**src/rtl/tdm_mux_tx_pkg.sv**
```systemverilog
// rtl/tdm_mux_tx_pkg.sv - shared types and constants for the TDM transmitter
//
// Package tdm_pkg: FSM state enum, default channel count and the
// select-width derivation used by the interface, top and slot counter.
package tdm_pkg;

  localparam int N_CH_DEFAULT = 8;

  typedef enum logic [1:0] {
    IDLE = 2'd0,
    SEND = 2'd1,
    PAR  = 2'd2
  } state_t;

  // Width of a channel index; kept at least 1 so a bus always exists.
  function automatic int sel_w(input int n);
    return (n < 2) ? 1 : $clog2(n);
  endfunction

endpackage

```
**src/rtl/tdm_mux_tx_if.sv**
```systemverilog
// rtl/tdm_mux_tx_if.sv - parallel-in / serial-out bus bundle for tdm_mux_tx
//
// Signals:
//   din, din_valid, din_ready : parallel word handshake (source -> block)
//   d_out, sel_out            : serial bit and its channel index
//   out_valid                 : live slot on d_out/sel_out
//   frame_start               : slot 0 of a frame
//   par_slot                  : parity slot flag (TDM_MUX_TX_PARITY_EN builds)
// Modports: master = channel source / line observer, slave = transmitter.
interface tdm_mux_tx_if import tdm_pkg::*; #(
  parameter int N_CH = N_CH_DEFAULT
);
  localparam int SEL_W = sel_w(N_CH);

  logic [N_CH-1:0]  din;
  logic             din_valid;
  logic             din_ready;
  logic             d_out;
  logic [SEL_W-1:0] sel_out;
  logic             out_valid;
  logic             frame_start;
  logic             par_slot;

  modport master (
    output din, din_valid,
    input  din_ready, d_out, sel_out, out_valid, frame_start, par_slot
  );

  modport slave (
    input  din, din_valid,
    output din_ready, d_out, sel_out, out_valid, frame_start, par_slot
  );

endinterface

```
**src/rtl/tdm_mux_tx_slot_cnt.sv**
```systemverilog
// rtl/tdm_mux_tx_slot_cnt.sv - slot counter with clear/enable and last-slot flag
//
// Module tdm_slot_cnt.
// Ports:
//   i_clk, i_rst_n : clock, synchronous active-low reset
//   i_clr          : force count to 0 (has priority over i_en)
//   i_en           : advance count by one
//   o_cnt          : current slot index
//   o_last         : o_cnt == N_CH-1
module tdm_slot_cnt import tdm_pkg::*; #(
  parameter  int N_CH = N_CH_DEFAULT,
  localparam int W    = sel_w(N_CH)
) (
  input  logic         i_clk,
  input  logic         i_rst_n,
  input  logic         i_clr,
  input  logic         i_en,
  output logic [W-1:0] o_cnt,
  output logic         o_last
);

  localparam logic [W-1:0] LAST = W'(N_CH - 1);

  logic [W-1:0] r_cnt;

  always_ff @(posedge i_clk) begin
    if (!i_rst_n) begin
      r_cnt <= '0;
    end else if (i_clr) begin
      r_cnt <= '0;
    end else if (i_en) begin
      r_cnt <= r_cnt + 1'b1;
    end
  end

  assign o_cnt  = r_cnt;
  assign o_last = (r_cnt == LAST);

endmodule

```
**src/rtl/tdm_mux_tx.sv**
```systemverilog
// rtl/tdm_mux_tx.sv - TDM transmitter: serializes one N_CH-bit word per frame
//
// Ports:
//   i_clk, i_rst_n : clock, synchronous active-low reset
//   bus (slave)    : din/din_valid/din_ready in, d_out/sel_out/out_valid/
//                    frame_start/par_slot out
// Build option: TDM_MUX_TX_PARITY_EN adds an even-parity slot after each frame.
//
// r_state/slot counter describe the slot being prepared; the output registers
// present it one edge later. din_ready is decoded from that registered state,
// so a word accepted in the final slot starts its frame with no idle gap.
module tdm_mux_tx import tdm_pkg::*; #(
  parameter int N_CH = N_CH_DEFAULT
) (
  input logic         i_clk,
  input logic         i_rst_n,
  tdm_mux_tx_if.slave bus
);

  localparam int SEL_W = sel_w(N_CH);

  state_t           r_state, w_state_nxt;
  logic [N_CH-1:0]  r_shift, w_shift_nxt;
  logic             w_ready, w_accept;
  logic             w_cnt_clr, w_cnt_en, w_last;
  logic [SEL_W-1:0] w_cnt;

  logic             r_d_out, w_d_out_nxt;
  logic [SEL_W-1:0] r_sel_out, w_sel_out_nxt;
  logic             r_out_valid, w_out_valid_nxt;
  logic             r_frame_start, w_frame_start_nxt;
`ifdef TDM_MUX_TX_PARITY_EN
  logic             r_par, w_par_nxt;
  logic             r_par_slot, w_par_slot_nxt;
`endif

  tdm_slot_cnt #(.N_CH(N_CH)) u_slot_cnt (
    .i_clk  (i_clk),
    .i_rst_n(i_rst_n),
    .i_clr  (w_cnt_clr),
    .i_en   (w_cnt_en),
    .o_cnt  (w_cnt),
    .o_last (w_last)
  );

  always_ff @(posedge i_clk) begin
    if (!i_rst_n) begin
      r_state       <= IDLE;
      r_shift       <= '0;
      r_d_out       <= 1'b0;
      r_sel_out     <= '0;
      r_out_valid   <= 1'b0;
      r_frame_start <= 1'b0;
`ifdef TDM_MUX_TX_PARITY_EN
      r_par         <= 1'b0;
      r_par_slot    <= 1'b0;
`endif
    end else begin
      r_state       <= w_state_nxt;
      r_shift       <= w_shift_nxt;
      r_d_out       <= w_d_out_nxt;
      r_sel_out     <= w_sel_out_nxt;
      r_out_valid   <= w_out_valid_nxt;
      r_frame_start <= w_frame_start_nxt;
`ifdef TDM_MUX_TX_PARITY_EN
      r_par         <= w_par_nxt;
      r_par_slot    <= w_par_slot_nxt;
`endif
    end
  end

  always_comb begin
    w_state_nxt       = r_state;
    w_shift_nxt       = r_shift;
    w_ready           = 1'b0;
    w_cnt_clr         = 1'b0;
    w_cnt_en          = 1'b0;
    w_d_out_nxt       = 1'b0;
    w_sel_out_nxt     = '0;
    w_out_valid_nxt   = 1'b0;
    w_frame_start_nxt = 1'b0;
`ifdef TDM_MUX_TX_PARITY_EN
    w_par_nxt         = r_par;
    w_par_slot_nxt    = 1'b0;
`endif

    case (r_state)
      IDLE: begin
        w_ready = 1'b1;
      end
      SEND: begin
        // Bit 0 of the shift register is always channel w_cnt.
        w_out_valid_nxt   = 1'b1;
        w_d_out_nxt       = r_shift[0];
        w_sel_out_nxt     = w_cnt;
        w_frame_start_nxt = (w_cnt == '0);
        w_shift_nxt       = r_shift >> 1;
        if (w_last) begin
`ifdef TDM_MUX_TX_PARITY_EN
          w_state_nxt = PAR;
`else
          w_ready     = 1'b1;
          w_state_nxt = IDLE;
`endif
        end else begin
          w_cnt_en = 1'b1;
        end
      end
`ifdef TDM_MUX_TX_PARITY_EN
      PAR: begin
        w_out_valid_nxt = 1'b1;
        w_d_out_nxt     = r_par;
        w_par_slot_nxt  = 1'b1;
        w_ready         = 1'b1;
        w_state_nxt     = IDLE;
      end
`endif
      default: begin
        w_state_nxt = IDLE;
      end
    endcase

    // An accept overrides the fall-back to IDLE and restarts the frame.
    w_accept = bus.din_valid && w_ready;
    if (w_accept) begin
      w_state_nxt = SEND;
      w_cnt_clr   = 1'b1;
      w_cnt_en    = 1'b0;
      w_shift_nxt = bus.din;
`ifdef TDM_MUX_TX_PARITY_EN
      w_par_nxt   = ^bus.din;
`endif
    end
  end

  assign bus.din_ready   = w_ready;
  assign bus.d_out       = r_d_out;
  assign bus.sel_out     = r_sel_out;
  assign bus.out_valid   = r_out_valid;
  assign bus.frame_start = r_frame_start;
`ifdef TDM_MUX_TX_PARITY_EN
  assign bus.par_slot    = r_par_slot;
`else
  assign bus.par_slot    = 1'b0;
`endif

endmodule

```
**src/flat_wrapper.sv**
```systemverilog
// flat-port wrapper written by rule: the top's interface ports become plain ports
module tdm_mux_tx_flat import tdm_pkg::*;
#(
  parameter int N_CH = N_CH_DEFAULT
)
  (i_clk, i_rst_n, bus_din, bus_din_valid, bus_din_ready, bus_d_out, bus_sel_out, bus_out_valid, bus_frame_start, bus_par_slot);
  tdm_mux_tx_if #(.N_CH(N_CH)) bus_i ();
  input logic i_clk;
  input logic i_rst_n;
  input wire logic [$bits(bus_i.din)-1:0] bus_din;
  input wire logic [$bits(bus_i.din_valid)-1:0] bus_din_valid;
  output wire logic [$bits(bus_i.din_ready)-1:0] bus_din_ready;
  output wire logic [$bits(bus_i.d_out)-1:0] bus_d_out;
  output wire logic [$bits(bus_i.sel_out)-1:0] bus_sel_out;
  output wire logic [$bits(bus_i.out_valid)-1:0] bus_out_valid;
  output wire logic [$bits(bus_i.frame_start)-1:0] bus_frame_start;
  output wire logic [$bits(bus_i.par_slot)-1:0] bus_par_slot;
  assign bus_i.din = bus_din;
  assign bus_i.din_valid = bus_din_valid;
  assign bus_din_ready = bus_i.din_ready;
  assign bus_d_out = bus_i.d_out;
  assign bus_sel_out = bus_i.sel_out;
  assign bus_out_valid = bus_i.out_valid;
  assign bus_frame_start = bus_i.frame_start;
  assign bus_par_slot = bus_i.par_slot;
  tdm_mux_tx #(.N_CH(N_CH)) u_core (.i_clk(i_clk), .i_rst_n(i_rst_n), .bus(bus_i));
endmodule
```
**config.mk**
```make
export PLATFORM = sky130hd
export DESIGN_NAME = tdm_mux_tx_flat
export DESIGN_NICKNAME = d
export VERILOG_FILES = /design/src/rtl/tdm_mux_tx_pkg.sv /design/src/rtl/tdm_mux_tx_if.sv /design/src/rtl/tdm_mux_tx_slot_cnt.sv /design/src/rtl/tdm_mux_tx.sv /design/src/flat_wrapper.sv
export SDC_FILE = /design/constraint.sdc
export NUM_CORES = 1
export LEC_CHECK = 0
export CORE_MARGIN = 10
export CORE_UTILIZATION = 35
export DETAILED_ROUTE_END_ITERATION = 8
export GPL_ROUTABILITY_DRIVEN = 0
export PLACE_DENSITY_LB_ADDON = 0.3
export SLEW_MARGIN = 5
export SYNTH_ARGS = -nofsm -noshare
export SYNTH_HDL_FRONTEND = slang
export SYNTH_SLANG_ARGS = --single-unit
```
**constraint.sdc**
```tcl
create_clock -name i_clk -period 1.8 [get_ports i_clk]
set_clock_uncertainty 0.05 [all_clocks]
set_input_delay 0.27 -clock i_clk [delete_from_list [all_inputs] [get_ports i_clk]]
set_output_delay 0.27 -clock i_clk [all_outputs]
set_load 0.005 [all_outputs]
```
### Word-level counts from Yosys, hierarchy flattened

Index checks and enable logic that the tools add are counted.

| operators by class | value |
|---|---|
| reductions and logical operators | 9 |
| multiplexer cells | 12 |
| eq/ne operators | 5 |
| bitwise operators | 2 |
| $add $sub $neg | 1 |

Operator list:

| operator | count |
|---|---|
| 8-bit two-way mux | 2 |
| 1-bit two-way mux | 7 |
| 2-bit AND reduction | 3 |
| 2-bit one-hot mux with 2 select lines | 1 |
| 2-bit OR reduction | 2 |
| 3-bit by 1-bit adder with 3-bit output (second input constant) | 1 |
| 3-bit equality test (second input constant) | 1 |
| 3-bit zero test | 1 |
| 3-bit by 2-bit != test with 1-bit output (second input constant) | 1 |
| 2-bit by 1-bit equality test with 1-bit output (second input constant) | 1 |
| 2-bit zero test | 1 |
| 2-bit two-way mux | 1 |
| 2-bit by 1-bit != test with 1-bit output (second input constant) | 1 |
| 2-bit != test (second input constant) | 1 |
| 1-bit inverter | 2 |
| 1-bit one-hot mux with 2 select lines | 1 |
| 2-bit nonzero test | 1 |
| 1-bit logical AND | 1 |

| word-level totals | value |
|---|---|
| register bits after elaboration | 19 |
| output and inout bits | 8 |
| input port bits | 11 |
| logic and storage cells | 37 |

### Logic depth before layout (Yosys ltp)

Gate-level depths: netlist (run 1).

| depth | value |
|---|---|
| depth after elaboration | 6 |
| depth in mapped cells | 7 |
| gate-level depth less buffers | 6 |

### Modules after synthesis

Synthesis (run 1) repeated with hierarchy kept, for this count alone.

| unflattened totals | value |
|---|---|
| cell total of the unflattened synthesis | 76 |
| area, all modules | 813.3 um^2 |

Modules (own cells, without submodules):

| module | instances | cells each | seq. area each (um^2) | area an instance (um^2) |
|---|---|---|---|---|
| tdm_mux_tx | 1 | 64 | 300.3 | 681.9 |
| tdm_slot_cnt | 1 | 12 | 60.1 | 131.4 |

### Worst setup path after synthesis (run 1)

No wires, ideal clock.

| timing path | value |
|---|---|
| path type | flip-flop to flip-flop |
| start | register u_core.u_slot_cnt.r_cnt[0], in the netlist u_core.u_slot_cnt.o_cnt[0] |
| end | register u_core.r_shift[0] |
| path buffers | 1 |
| library setup time | 0.122 ns |
| cell stages (with the launch flop) | 8 |
| arrival | 1.210 ns |
| clock period less this slack | 1.382 ns |
| required time | 1.628 ns |
| slack | 0.418 ns |
| cells stage by stage | dfxtp_1 > ha_1 > ha_1 > nor2b_4 > inv_2 > buf_6 > a31oi_1 > a21oi_1 |

| on the way | value |
|---|---|
| cells in the longest elaborated chain, start to end | 5 |
| elaborated cells between the ends (all ways) | 6 |
| classes of those cells | eq/ne (1); mux (3); reduce/logical (2) |

RTL lines:

| element | line | source |
|---|---|---|
| start: declaration | tdm_mux_tx_slot_cnt.sv:24 | `logic [W-1:0] r_cnt;` |
| start signal: assignment | tdm_mux_tx_slot_cnt.sv:32 | `r_cnt <= r_cnt + 1'b1;` |
| 3-bit equality test (*) | tdm_mux_tx_slot_cnt.sv:37 | `assign o_last = (r_cnt == LAST);` |
| 1-bit two-way mux (*) | tdm_mux_tx.sv:98 | `if (w_last) begin` |
| 1-bit one-hot mux with 2 select lines (*) | tdm_mux_tx.sv:87 | `case (r_state)` |
| via bus_din_ready | flat_wrapper.sv:12 | `output wire logic [$bits(bus_i.din_ready)-1:0] bus_din_ready;` |
| 1-bit logical AND (*) | tdm_mux_tx.sv:124 | `w_accept = bus.din_valid && w_ready;` |
| 8-bit two-way mux or 2-bit nonzero test (tied branches) | - |  |
| end signal: assignment | tdm_mux_tx.sv:60 | `r_shift <= w_shift_nxt;` |
| end: declaration | tdm_mux_tx.sv:23 | `logic [N_CH-1:0] r_shift, w_shift_nxt;` |

The timed path passes the listed nets; every way through them passes the cells marked *.
A chain may end at the register's enable or synchronous reset.

### Final worst setup path (run 1)

| timing path | value |
|---|---|
| start | register u_core.u_slot_cnt.r_cnt[0], in the netlist u_core.u_slot_cnt.o_cnt[0] |
| end | output bus_din_ready |

| on the way | value |
|---|---|
| cells in the longest elaborated chain, start to end | 3 |

RTL lines:

| element | line |
|---|---|
| 3-bit equality test | tdm_mux_tx_slot_cnt.sv:37 |
| 1-bit two-way mux | tdm_mux_tx.sv:98 |
| 1-bit one-hot mux with 2 select lines | tdm_mux_tx.sv:87 |
| end: declaration | flat_wrapper.sv:12 |

Every way passes these cells.

==> results.toml, run 1 <==
[power_and_ir_drop]
pwr-share-clk_pct = 25.7
power_density_nw_per_um2 = 755.3
share_comb_of_total_power_pct = 15.3
maximum_vdd_drop_uv = 430.6
netSwitchingFraction_pct = 23.80
power.switching_uw = 174.1
seq_power_share_pct = 59.0
p_leak_uw = 0.0003813
intPower_uw = 557.4
power.total_uw = 731.5

[timing]
max_freq_ghz = 0.5968
timing.setup.tns_ns = 0
fin_crit_ns = 1.676
finalSetupViolCount = 0
finalHoldViolCount = 0
period_share_pct = 93.09
number_of_max_slew_violations_in_the_final_report = 0
rsz0062_at_grt = "no"

[routing]
remaining_drc_errors = 0
route.vias.total = 628
detail_route.wirelength_um = 1634
drt_pass1_iterations = 4
detail_route.wl_per_cell_um = 12.87
detailedRoute.firstIterationViolations = 11
avgViaCountPerCell = 4.945
antenna_left = 0

[critical_path]
setup.worst_path.end_class = "output port"
critPathMaxStageDelay_ns = 0.34
critical_path_arrival_ns = 1.36
worst-endpoint-required_ns = 1.48
cp_slowest_cell = "sky130_fd_sc_hd__dfxtp_2"
timing.critical_path.fanout_max = 4
type_of_origin_of_the_critical_path = "register"
worst_setup_path_type = "reg -> out"
path_cells = "ha_1 > ha_2 > nor2b_4 > inv_2 > clkdlybuf4s15_1"

[synthesis]
post_synth_xor_area_fraction_pct = 0
synth-compound-area-share_pct = 25.51
syn-cell-area_um2 = 735.7
synthDistinctLibCells = 25
synthSimpleGateAreaFrac_pct = 13.10
synth.yosys.seq_area_share_pct = 48.98
synth.ff_latch_count = 18
post_synthesis_mux_area_share_pct = 0
postSynthNetCount = 94
syn-instance-count = 80
synth_top_family_by_area = "compound AO/OA/AOI/OAI gates"
synthesis.yosys.warnings = 0
yosys.area_share.adder_pct = 5.102
synth_area_per_cell_um2 = 9.196

[final_layout]
multi_input_comb_area_um2 = 327.8
antenna_diodes = 0
finalNetCount = 116
most-common-layout-cells = "17 x sky130_fd_sc_hd__dfxtp_1, 16 x sky130_fd_sc_hd__clkdlybuf4s50_1, 14 x sky130_fd_sc_hd__o21ai_0"
post_synthesis_to_final_layout_area_growth_pct = 31.63
drive_above_1_share_pct = 12.00
layout.filler_cells = 194
layout.cells.most_common = "sky130_fd_sc_hd__dfxtp_1"
register_area_um2 = 361.6

[global_routing]
first_pass_grt_wire_length_um = 2766
met2_usage_pct = 13.53
via_count_of_the_first_global_routing_pass = 643
grt_antenna_before_repair = 0
grt_max_degree = 16
global_route.usage.total_pct = 8.092
met3_usage_pct = 3.220
global_route.usage.met1_pct = 8.333
gr-max-usage-layer = "met2"
globalRouteOverflowTotal = 0

[floorplan]
initial_core_util_pct = 37.12
coreArea_um2 = 1982
floorplan.die_area_um2 = 4336
num_io_pins = 19
rows = 16
die_x_extent_um = 65.85
die_h_um = 65.85

[job]
timing.max_cap.violations = 0

[cts]
maximum_clock_path_buffer_count = 2
clk_pin_slew_worst_paths_ns = 0.09
cts.htree.levels = 1
cts_tree = "built"
clkSinkCount = 18
cts_buffers = 3
cts_root_buf = "sky130_fd_sc_hd__clkbuf_4"
clk-insertion-delay-late_ns = 0.28

[placed_design]
port-buffer-count = 17
place_hpwl_um = 1176

[status]
status = "finished clean"

[worst_hold_path]
hp-class = "reg -> reg"
-- metal layers --
layer,part of all wire [%],wire length [µm]
met1,43,702
met2,47,776
met3,8.7,142
met4,0.80,13
met5,0,0
-- cell families after synthesis --
logic type,count (synthesis)
adders and majority gates,3
DFF,18
and+or+nand+nor,16
other,1
AOI/OAI and AO/OA,33
buffers and inverters,9
-- final cells by class --
cell class | instances | share of cell area [%]
flip-flops and latches | 18 | 37.34
multi-input cells | 53 | 33.85
repair buffers | 22 | 21.45
well taps | 27 | 3.488
clock buffers | 3 | 2.326
inverters | 4 | 1.550
-- worst paths after layout --
check / startpoint / to / slack (ns) / depth (start not counted)
setup reg to reg: u_core.u_slot_cnt.o_cnt[0]$_SDFFE_PP0P_ / u_core.r_shift[7]$_SDFFE_PN0P_ / 0.34 / 7
hold / removal: u_core.r_shift[5]$_SDFFE_PN0P_ / u_core.r_shift[4]$_SDFFE_PN0P_ / 0.42 / 2
setup / recovery: u_core.u_slot_cnt.o_cnt[0]$_SDFFE_PP0P_ / bus_din_ready / 0.12 / 5
hold reg to reg: u_core.r_shift[5]$_SDFFE_PN0P_ / u_core.r_shift[4]$_SDFFE_PN0P_ / 0.42 / 2
-- timing repair --
action | CTS | global route
pin swaps | 0 | 0
buffers inserted | 0 | 0
endpoints found under the setup margin | 1 | 1
gates resized for setup | 2 | 2
hold endpoints to repair | 0 | 0
hold buffers | 0 | 0
-- flip-flops by register name, indices dropped and copies added (netlist names) --
name	count
u_core.bus.d_out	1
u_core.bus.out_valid	1
u_core.bus.frame_start	1
u_core.r_state	1
u_core.bus.sel_out	3
u_core.r_shift	8
u_core.u_slot_cnt.o_cnt	3
-- Yosys cell counts (all sizes together) --
master	n	area, µm²
o21ai	14	70.07
a21boi	3	22.52
nor2	2	7.510
and3b	1	8.760
nand3	2	10.01
o21a	1	7.510
a21oi	7	35.03
nor2b	2	20.02
nor3	1	5.000
a31oi	7	43.79
a32oi	1	8.760
buf	5	35.02
inv	4	15.01
or2	1	6.260
ha	3	37.54
and2	1	6.260
and3	4	25.02
nand2	2	7.510
conb	1	3.750
dfxtp	18	360.4
-- critical path, delay by kind of cell (launching register included) --
family	cells	cell delay, ns
buffers and inverters	2	0.24
adder cells (fa/ha/maj)	2	0.37
AND/OR/NAND/NOR	1	0.12
flip-flops	1	0.34
-- power by group through the flow --
stage                     Sequential, µW  Clock (µW)  Combinational (µW)
after floorplan                      438           0                62.0
after global placement               440           0                 111
after detailed placement             441           0                 112
after CTS                            432         201                 112
after global routing                 434         220                 125
final                                432         188                 112
-- through the flow --
step           setup WS [ns]  hold WS, ns  cell area [µm²]  std cells  utilization [%]
6_report              0.1244       0.4227            968.4        127            48.86
5_1_grt              0.05163       0.4339            968.4        127            48.86
4_1_cts              0.01290       0.4287            964.7        127            48.67
3_5_place_dp          0.1532       0.4154            942.2        124            47.54
3_3_place_gp          0.1498       0.4143            942.2        124            47.54
2_1_floorplan         0.4182       0.3628            735.7         80                -
Note: power is estimated with default switching activity, not from simulation.
==> inputs of run 2 (changes only) <==
--- a/config.mk
+++ b/config.mk
@@ -5,6 +5,7 @@
 export SDC_FILE = /design/constraint.sdc
 export NUM_CORES = 1
 export LEC_CHECK = 0
+export CAP_MARGIN = 20
 export CORE_MARGIN = 10
 export CORE_UTILIZATION = 35
 export DETAILED_ROUTE_END_ITERATION = 8
==> results of run 2 <==
The final DEF is identical to that of run 1; final timing and power are the same.
==> inputs of run 3 (changes only) <==
--- a/config.mk
+++ b/config.mk
@@ -5,13 +5,12 @@
 export SDC_FILE = /design/constraint.sdc
 export NUM_CORES = 1
 export LEC_CHECK = 0
-export CAP_MARGIN = 20
 export CORE_MARGIN = 10
 export CORE_UTILIZATION = 35
 export DETAILED_ROUTE_END_ITERATION = 8
-export GPL_ROUTABILITY_DRIVEN = 0
 export PLACE_DENSITY_LB_ADDON = 0.3
 export SLEW_MARGIN = 5
 export SYNTH_ARGS = -nofsm -noshare
 export SYNTH_HDL_FRONTEND = slang
 export SYNTH_SLANG_ARGS = --single-unit
+export TNS_END_PERCENT = 10
==> results of run 3 <==
The final DEF is identical to that of run 1; final timing and power are the same.
